[src/rtl/neuron_mac_seq.sv]
// Sequential single-neuron MAC: one shared signed multiplier walks the dim inputs,
// then the bias-seeded sum is shifted back to Q format, saturated and optionally ReLU-clamped.
module neuron_mac_seq #(
  parameter  int unsigned dim   = 2,
  parameter  int unsigned bitw  = 16,
  parameter  int unsigned fracw = 8,
  localparam int unsigned aw    = $clog2(dim + 1)
) (
  input  logic                   clk,
  input  logic                   rst_n,
  input  logic                   w_we_i,
  input  logic [aw-1:0]          w_addr_i,
  input  logic signed [bitw-1:0] w_data_i,
  input  logic                   in_valid_i,
  output logic                   in_ready_o,
  input  logic signed [bitw-1:0] x_i [dim],
  input  logic                   relu_en_i,
  output logic                   out_valid_o,
  input  logic                   out_ready_i,
  output logic [bitw-1:0]        out_o,
  output logic                   busy_o
);

  localparam int unsigned accw = 2 * bitw + $clog2(dim + 1) + 1;
  localparam int unsigned iw   = (dim > 1) ? $clog2(dim) : 1;
  localparam logic signed [accw-1:0] sat_max = {{(accw - bitw + 1){1'b0}}, {(bitw - 1){1'b1}}};
  localparam logic signed [accw-1:0] sat_min = {{(accw - bitw + 1){1'b1}}, {(bitw - 1){1'b0}}};

  typedef enum logic [1:0] {IDLE, MAC, DONE} state_e;

  state_e                 state_q, state_d;
  logic signed [bitw-1:0] w_q  [dim];
  logic signed [bitw-1:0] w_d  [dim];
  logic signed [bitw-1:0] wv_q [dim];
  logic signed [bitw-1:0] wv_d [dim];
  logic signed [bitw-1:0] x_q  [dim];
  logic signed [bitw-1:0] x_d  [dim];
  logic signed [bitw-1:0] bias_q, bias_d;
  logic                   relu_q, relu_d;
  logic signed [accw-1:0] acc_q, acc_d;
  logic [iw-1:0]          idx_q, idx_d;
  logic [bitw-1:0]        out_q, out_d;
  logic                   out_valid_q, out_valid_d;
  logic                   in_ready_q, in_ready_d;
  logic                   busy_q, busy_d;

  logic signed [bitw-1:0]   x_sel_c, w_sel_c;
  logic signed [2*bitw-1:0] prod_c;
  logic signed [accw-1:0]   acc_sum_c, shr_c;
  logic [bitw-1:0]          res_c;

  // Operand select, product, running sum and the final Q-format result
  always_comb begin
    x_sel_c = '0;
    w_sel_c = '0;
    for (int unsigned i = 0; i < dim; i++) begin
      if (idx_q == iw'(i)) begin
        x_sel_c = x_q[i];
        w_sel_c = wv_q[i];
      end
    end
    prod_c    = (2 * bitw)'(x_sel_c) * (2 * bitw)'(w_sel_c);
    acc_sum_c = acc_q + accw'(prod_c);
    shr_c     = acc_sum_c >>> fracw;
    if (shr_c > sat_max) begin
      res_c = sat_max[bitw-1:0];
    end else if (shr_c < sat_min) begin
      res_c = sat_min[bitw-1:0];
    end else begin
      res_c = shr_c[bitw-1:0];
    end
    if (relu_q && shr_c[accw-1]) begin
      res_c = '0;
    end
  end

  // Next-state and datapath updates
  always_comb begin
    state_d     = state_q;
    w_d         = w_q;
    wv_d        = wv_q;
    x_d         = x_q;
    bias_d      = bias_q;
    relu_d      = relu_q;
    acc_d       = acc_q;
    idx_d       = idx_q;
    out_d       = out_q;
    out_valid_d = out_valid_q;
    in_ready_d  = 1'b0;
    busy_d      = 1'b0;

    unique case (state_q)
      IDLE: begin
        if (in_valid_i) begin
          state_d = MAC;
          x_d     = x_i;
          wv_d    = w_q;
          relu_d  = relu_en_i;
          acc_d   = accw'(bias_q) <<< fracw;
          idx_d   = '0;
        end
        // Snapshot above uses pre-write weights, so a same-cycle write only affects later vectors
        if (w_we_i) begin
          for (int unsigned i = 0; i < dim; i++) begin
            if (w_addr_i == aw'(i)) begin
              w_d[i] = w_data_i;
            end
          end
          if (w_addr_i == aw'(dim)) begin
            bias_d = w_data_i;
          end
        end
      end
      MAC: begin
        acc_d = acc_sum_c;
        if (idx_q == iw'(dim - 1)) begin
          state_d     = DONE;
          out_d       = res_c;
          out_valid_d = 1'b1;
        end else begin
          idx_d = idx_q + iw'(1);
        end
      end
      DONE: begin
        if (out_ready_i) begin
          state_d     = IDLE;
          out_valid_d = 1'b0;
        end
      end
      default: state_d = IDLE;
    endcase

    in_ready_d = (state_d == IDLE);
    busy_d     = (state_d != IDLE);
  end

  always_ff @(posedge clk or negedge rst_n) begin
    if (!rst_n) begin
      state_q     <= IDLE;
      w_q         <= '{default: '0};
      wv_q        <= '{default: '0};
      x_q         <= '{default: '0};
      bias_q      <= '0;
      relu_q      <= 1'b0;
      acc_q       <= '0;
      idx_q       <= '0;
      out_q       <= '0;
      out_valid_q <= 1'b0;
      in_ready_q  <= 1'b1;
      busy_q      <= 1'b0;
    end else begin
      state_q     <= state_d;
      w_q         <= w_d;
      wv_q        <= wv_d;
      x_q         <= x_d;
      bias_q      <= bias_d;
      relu_q      <= relu_d;
      acc_q       <= acc_d;
      idx_q       <= idx_d;
      out_q       <= out_d;
      out_valid_q <= out_valid_d;
      in_ready_q  <= in_ready_d;
      busy_q      <= busy_d;
    end
  end

  assign in_ready_o  = in_ready_q;
  assign out_valid_o = out_valid_q;
  assign out_o       = out_q;
  assign busy_o      = busy_q;

endmodule
[config.mk]
export PLATFORM = sky130hd
export DESIGN_NAME = neuron_mac_seq
export DESIGN_NICKNAME = d
export VERILOG_FILES = /design/src/rtl/neuron_mac_seq.sv
export SDC_FILE = /design/constraint.sdc
export NUM_CORES = 1
export LEC_CHECK = 0
export CAP_MARGIN = 20
export CORE_MARGIN = 2
export CORE_UTILIZATION = 55
export CTS_CLUSTER_SIZE = 30
export DETAILED_ROUTE_END_ITERATION = 10
export PLACE_DENSITY = 0.73
export SYNTH_ARGS = -nofsm -noshare
export SYNTH_HDL_FRONTEND = slang
export SYNTH_SLANG_ARGS = --single-unit
[constraint.sdc]
create_clock -name clk -period 12.8 [get_ports clk]
set_input_delay 1.92 -clock clk [delete_from_list [all_inputs] [get_ports clk]]
set_output_delay 1.92 -clock clk [all_outputs]
set_load 0.05 [all_outputs]
### Word-level counts from Yosys, hierarchy flattened

Index checks and enable logic that the tools add are counted.

| operators by class | value |
|---|---|
| add/sub/neg operators | 2 |
| multiply operators | 1 |
| divide/modulo/power cells | 0 |
| order comparisons | 2 |
| equal/unequal tests | 7 |
| shifts and indexed selects | 0 |
| mux-type cells | 17 |
| bitwise operators | 0 |
| reductions and logical operators | 14 |

Operators by type and width:

| operator | number |
|---|---|
| $mux 16 | 5 |
| $pmux 35 s2 | 1 |
| $add 35x32->35 | 1 |
| $mux 35 | 1 |
| $mul 16x16->32 | 1 |
| $gt 27x16->1 const B | 1 |
| $lt 27x16->1 const B | 1 |
| $reduce_and 3->1 | 4 |
| $logic_not 2->1 | 3 |
| $mux 2 | 3 |
| $ne 2x2->1 const B | 3 |
| $pmux 2 s3 | 1 |
| $reduce_and 2->1 | 3 |
| $reduce_bool 2->1 | 3 |
| $eq 2x1->1 const B | 2 |
| $eq 2x2->1 const B | 2 |
| $mux 1 | 4 |
| $pmux 1 s2 | 2 |
| $add 1x1->1 const B | 1 |
| $logic_and 1x1->1 | 1 |

| word-level totals | value |
|---|---|
| flip-flop bits (word level) | 170 |
| latch bits | 0 |
| bits in writable memories | 0 |
| memory bits (read-only) | 0 |
| input bits | 56 |
| output and inout bits | 19 |
| word-level logic and storage cells | 58 |
| memories kept | 0 |

### Longest topological paths before layout

| depth | value |
|---|---|
| depth in word-level cells | 7 |
| depth in mapped cells | 31 |
| mapped depth without buffers | 26 |

### Worst setup path before layout

Ideal clock, no wire load.

| timing path | value |
|---|---|
| path type | reg-to-reg |
| from | register idx_q |
| to | register out_q[11], in the netlist out_o[11] |
| library setup time | 0.074 ns |
| data arrival time | 8.145 ns |
| data required time | 12.726 ns |
| path slack | 4.581 ns |
| stages on the path, launching flop included | 31 |
| buffers on the path | 6 |
| cells stage by stage | dfrtp_1 -> buf_2 -> buf_1 -> buf_1 -> buf_1 -> mux2i_1 -> nor2_1 -> fa_1 -> inv_1 -> fa_1 -> inv_1 -> fa_1 -> inv_1 -> fa_1 -> inv_1 -> fa_1 -> inv_1 -> fa_1 -> inv_1 -> ha_1 -> clkbuf_1 -> and2_1 -> a31oi_1 -> mux2i_1 -> o41ai_1 -> a311oi_2 -> nor2_1 -> a41oi_2 -> buf_6 -> nor2_1 -> o21ai_2 |

| on the way | value |
|---|---|
| cells in the longest elaborated chain, start to end | 7 |
| elaborated cells on any way between the ends | 11 |
| classes of those cells | 1 x add/sub; 1 x mul; 2 x order compare; 5 x mux; 2 x reduce/logical |

Ends and longest elaborated chain:

| element | line | RTL |
|---|---|---|
| start: declaration | 41 | `logic [iw-1:0] idx_q, idx_d;` |
| start signal: assignment | 159 | `idx_q <= idx_d;` |
| $mux 16 | 57 | `if (idx_q == iw'(i)) begin` |
| $mul 16x16->32 | 62 | `prod_c = (2 * bitw)'(x_sel_c) * (2 * bitw)'(w_sel_c);` |
| $add 35x32->35 | 63 | `acc_sum_c = acc_q + accw'(prod_c);` |
| $lt 27x16->1 | 67 | `end else if (shr_c < sat_min) begin` |
| $mux 16 | 67 |  |
| $mux 16 | 65 | `if (shr_c > sat_max) begin` |
| $mux 16 | 72 | `if (relu_q && shr_c[accw-1]) begin` |
| end signal: assignment | 160 | `out_q <= out_d;` |
| end: declaration | 42 | `logic [bitw-1:0] out_q, out_d;` |

Several ways; a longest one is shown, not always the timed one.
A chain may end at the register's enable or synchronous reset.

### Final worst setup path

| timing path | value |
|---|---|
| from | register idx_q |
| to | register out_q[5], in the netlist out_o[5] |

The elaborated chain is that of the path after synthesis.

==> run_results.csv <==
group,metric,value,unit
grt,grt_pass1_wl,80.3,mm
route,routed_wl,48.7,mm
cts,cts_tree,"yes",
cts,holdBufCountCts,0,
grt,antenna_found_initial,0,
critical_path,start_kind,"register",
critical_path,slowest_delay,0.79,ns
critical_path,cp.arrival,9.36,ns
floorplan,core_area,34300,µm²
synth,ys_top_cells_by_area,"fa_1, dfrtp_1, nand2_1",
synth,synth_cell_type_count,79,
critical_path,crit_fanout,49,
floorplan,ios,75,
grt,grt_pass1_vias,15100,
sta,rsz0062_at_grt,"false",
critical_path,ff2ff_setup_slack,3.81,ns
route,drtIter0Drc,1069,
synth,syn_inst,2013,
finish,syn_to_final_growth,9.31,%
sta,setup_viol,0,
floorplan,dieHeight,190,µm
critical_path,crit_end,"out_o[5]",
finish,drive_above_1_share,8.78,%
cts,cts_resized,0,
route,first_pass_iters,5,
place,place.gp.congestion,0.916,
synth,synth.top_cell.area_share,32.6,%
floorplan,start_util,55.6,%
cts,path_clk_slew,0.08,ns
finish,antenna_cells,0,
route,via_per_inst,5.57,
sta,slew_headroom,22.0,%
cts,cts.path.max_buffers,2,
grt,grt_max_degree,100,
synth,synth_nets,2483,
critical_path,cp.buffers_inverters,6,
route,num_vias,14100,
critical_path,critPathRequiredTime,13.17,ns
critical_path,cpLargestDelayFamily,"adder cells",
min_path,min-delay-path-class,"reg -> reg",
critical_path,cp_slowest_cell,"fa_1",
cts,clk-insertion-delay-late,0.44,ns
sta,hold_viol_final,0,
critical_path,path_common_cell,"fa_1",
synth,syn_avg_cell_area,9.47,µm²
status,status,"finished clean",
floorplan,die_w,190,µm
critical_path,critPathKind,"reg -> reg",
synth,yosys_warnings,0,
floorplan,dieArea,36100,µm²
sta,setup-tns-final,0,ns
cts,post_cts_buffers,0,
critical_path,endpoint_kind,"register",
critical_path,r2r-start,"idx_q",
synth,yosysSeqAreaShare,22.3,%
route,wl_per_cell,19.3,µm
synth,async_flop_share,100,%
cts,cts.root.buffer_cell,"clkbuf_16",
critical_path,r2r_end,"out_o[5]",
grt,grt_overflow,0,
synth,ys_seq_elements,170,
cts,cts_buffers,17,
sta,slew_viol_final,0,
grt,grt_usage,28.8,%
sta,tightest_slew,1.14,ns
place,dp.final_hpwl,39.0,mm
job,max_cap_viol_count,0,
place,port_buffers,74,
sta,period_minus_slack,8.99,ns
min_path,holdCritStartpoint,"w_q[20]",
synth,dominantRegCellSynth,"dfrtp_1",
critical_path,path_depth,25,
cts,cts_sinks,170,
cts,htree_levels,4,
floorplan,fp-row-count,68,
sta,max_freq,0.111,GHz
sta,period_share,70.2,%
route,ant_nets,0,
critical_path,rr_worst_depth,25,
synth,yosys.area.top_type,"fa_1",
synth,netlist_area,19100,µm²
sta,fin_hold_ws,0.467,ns
critical_path,startpoint,"idx_q",
finish,layout.nets,2529,
sta,fin_skew,0.0186,ns
route,drcViolationCount,0,
synth,synth_edf_count,0,
-- cells in the mapped netlist (16+ instances only) --
library cell and instances:
clkbuf_1 51, mux2i_1 31, fa_1 310, nand2_1 362, a21oi_1 65, o21ai_0 25, nand2b_1 20, mux2_2 74
inv_1 359, nand3_1 16, ha_1 104, dfrtp_1 169, nor2b_1 19, a221o_1 23, nor2_1 189, xnor2_1 23
-- final cells by class --
| class | count | area, µm² |
|---|---|---|
| inverters | 359 | 1350 |
| flip-flops and latches | 170 | 4260 |
| repair buffers | 96 | 915 |
| multi-input cells | 1415 | 13100 |
| clock inverters | 15 | 175 |
| fillers | 2886 | 13500 |
| well taps | 455 | 569 |
| clock buffers | 17 | 425 |
-- worst min-delay path: stages, from the launching register on --
cell and delay (ns):
dfrtp_1 0.34, nand2_1 0.05, nand2_1 0.05
-- worst min-delay path by stage --
stage	endpoint	slack (ns)	cells after the start
after floorplan	wv_q[0]	0.43	2
after global placement	wv_q[4]	0.44	2
after detailed placement	wv_q[20]	0.45	2
after CTS	wv_q[9]	0.47	2
after global routing	wv_q[20]	0.49	2
final	wv_q[20]	0.47	2
-- registers in the layout, summed over array words and instances (netlist names), 2 cells and up --
name / cells
state_q: 2
wv_q: 32
out_o: 16
acc_q: 35
x_q: 32
w_q: 32
bias_q: 16
-- routing by layer --
layer	part of all wire (%)	global-route usage [%]	vias up
met5	0	0	-
met4	3.8	10.0	0
met3	7.8	5.15	113
met2	45	44.6	573
met1	44	41.2	7047
li1	-	-	6337
-- per-stage QoR --
step	util [%]	setup slack, ns	instance area (µm²)	instances
3_3_place_gp	58.8	3.73	20200	2489
2_1_floorplan	-	4.58	19100	2013
4_1_cts	60.7	3.68	20800	2524
6_report	60.7	3.81	20800	2527
5_1_grt	60.7	3.23	20800	2527
3_5_place_dp	58.9	3.72	20200	2492
-- placed cells by master, fill, tap and decap left out, drive strengths merged, types with 3 or more instances in the layout --
master / instances
a41oi: 4
a31oi: 5
dfrtp: 169
nand2: 363
a221o: 24
ha: 104
nor2b: 19
o21a: 5
clkbuf: 17
and2: 10
clkdlybuf4s50: 73
a21oi: 65
xor2: 8
and3: 5
inv: 366
o211ai: 5
a211oi: 3
mux2i: 33
nor2: 195
nand2b: 20
fa: 310
or2: 8
a21o: 15
buf: 23
clkinv: 6
nor3: 12
or3: 5
xnor2: 23
nand4: 8
o21ai: 40
mux2: 74
nand3: 16
-- kinds of logic after synthesis --
kind of cell | Yosys count | synth area share (%)
fa+ha+maj | 414 | 39.4
simple gates | 675 | 15.0
flops | 170 | 22.3
xor+xnor | 31 | 1.42
mux | 107 | 6.19
buf+inv | 428 | 8.82
compound gates | 188 | 6.80
Power is not shown: default switching activity piles up to over one toggle a cycle in this logic, so the estimate is an artifact.
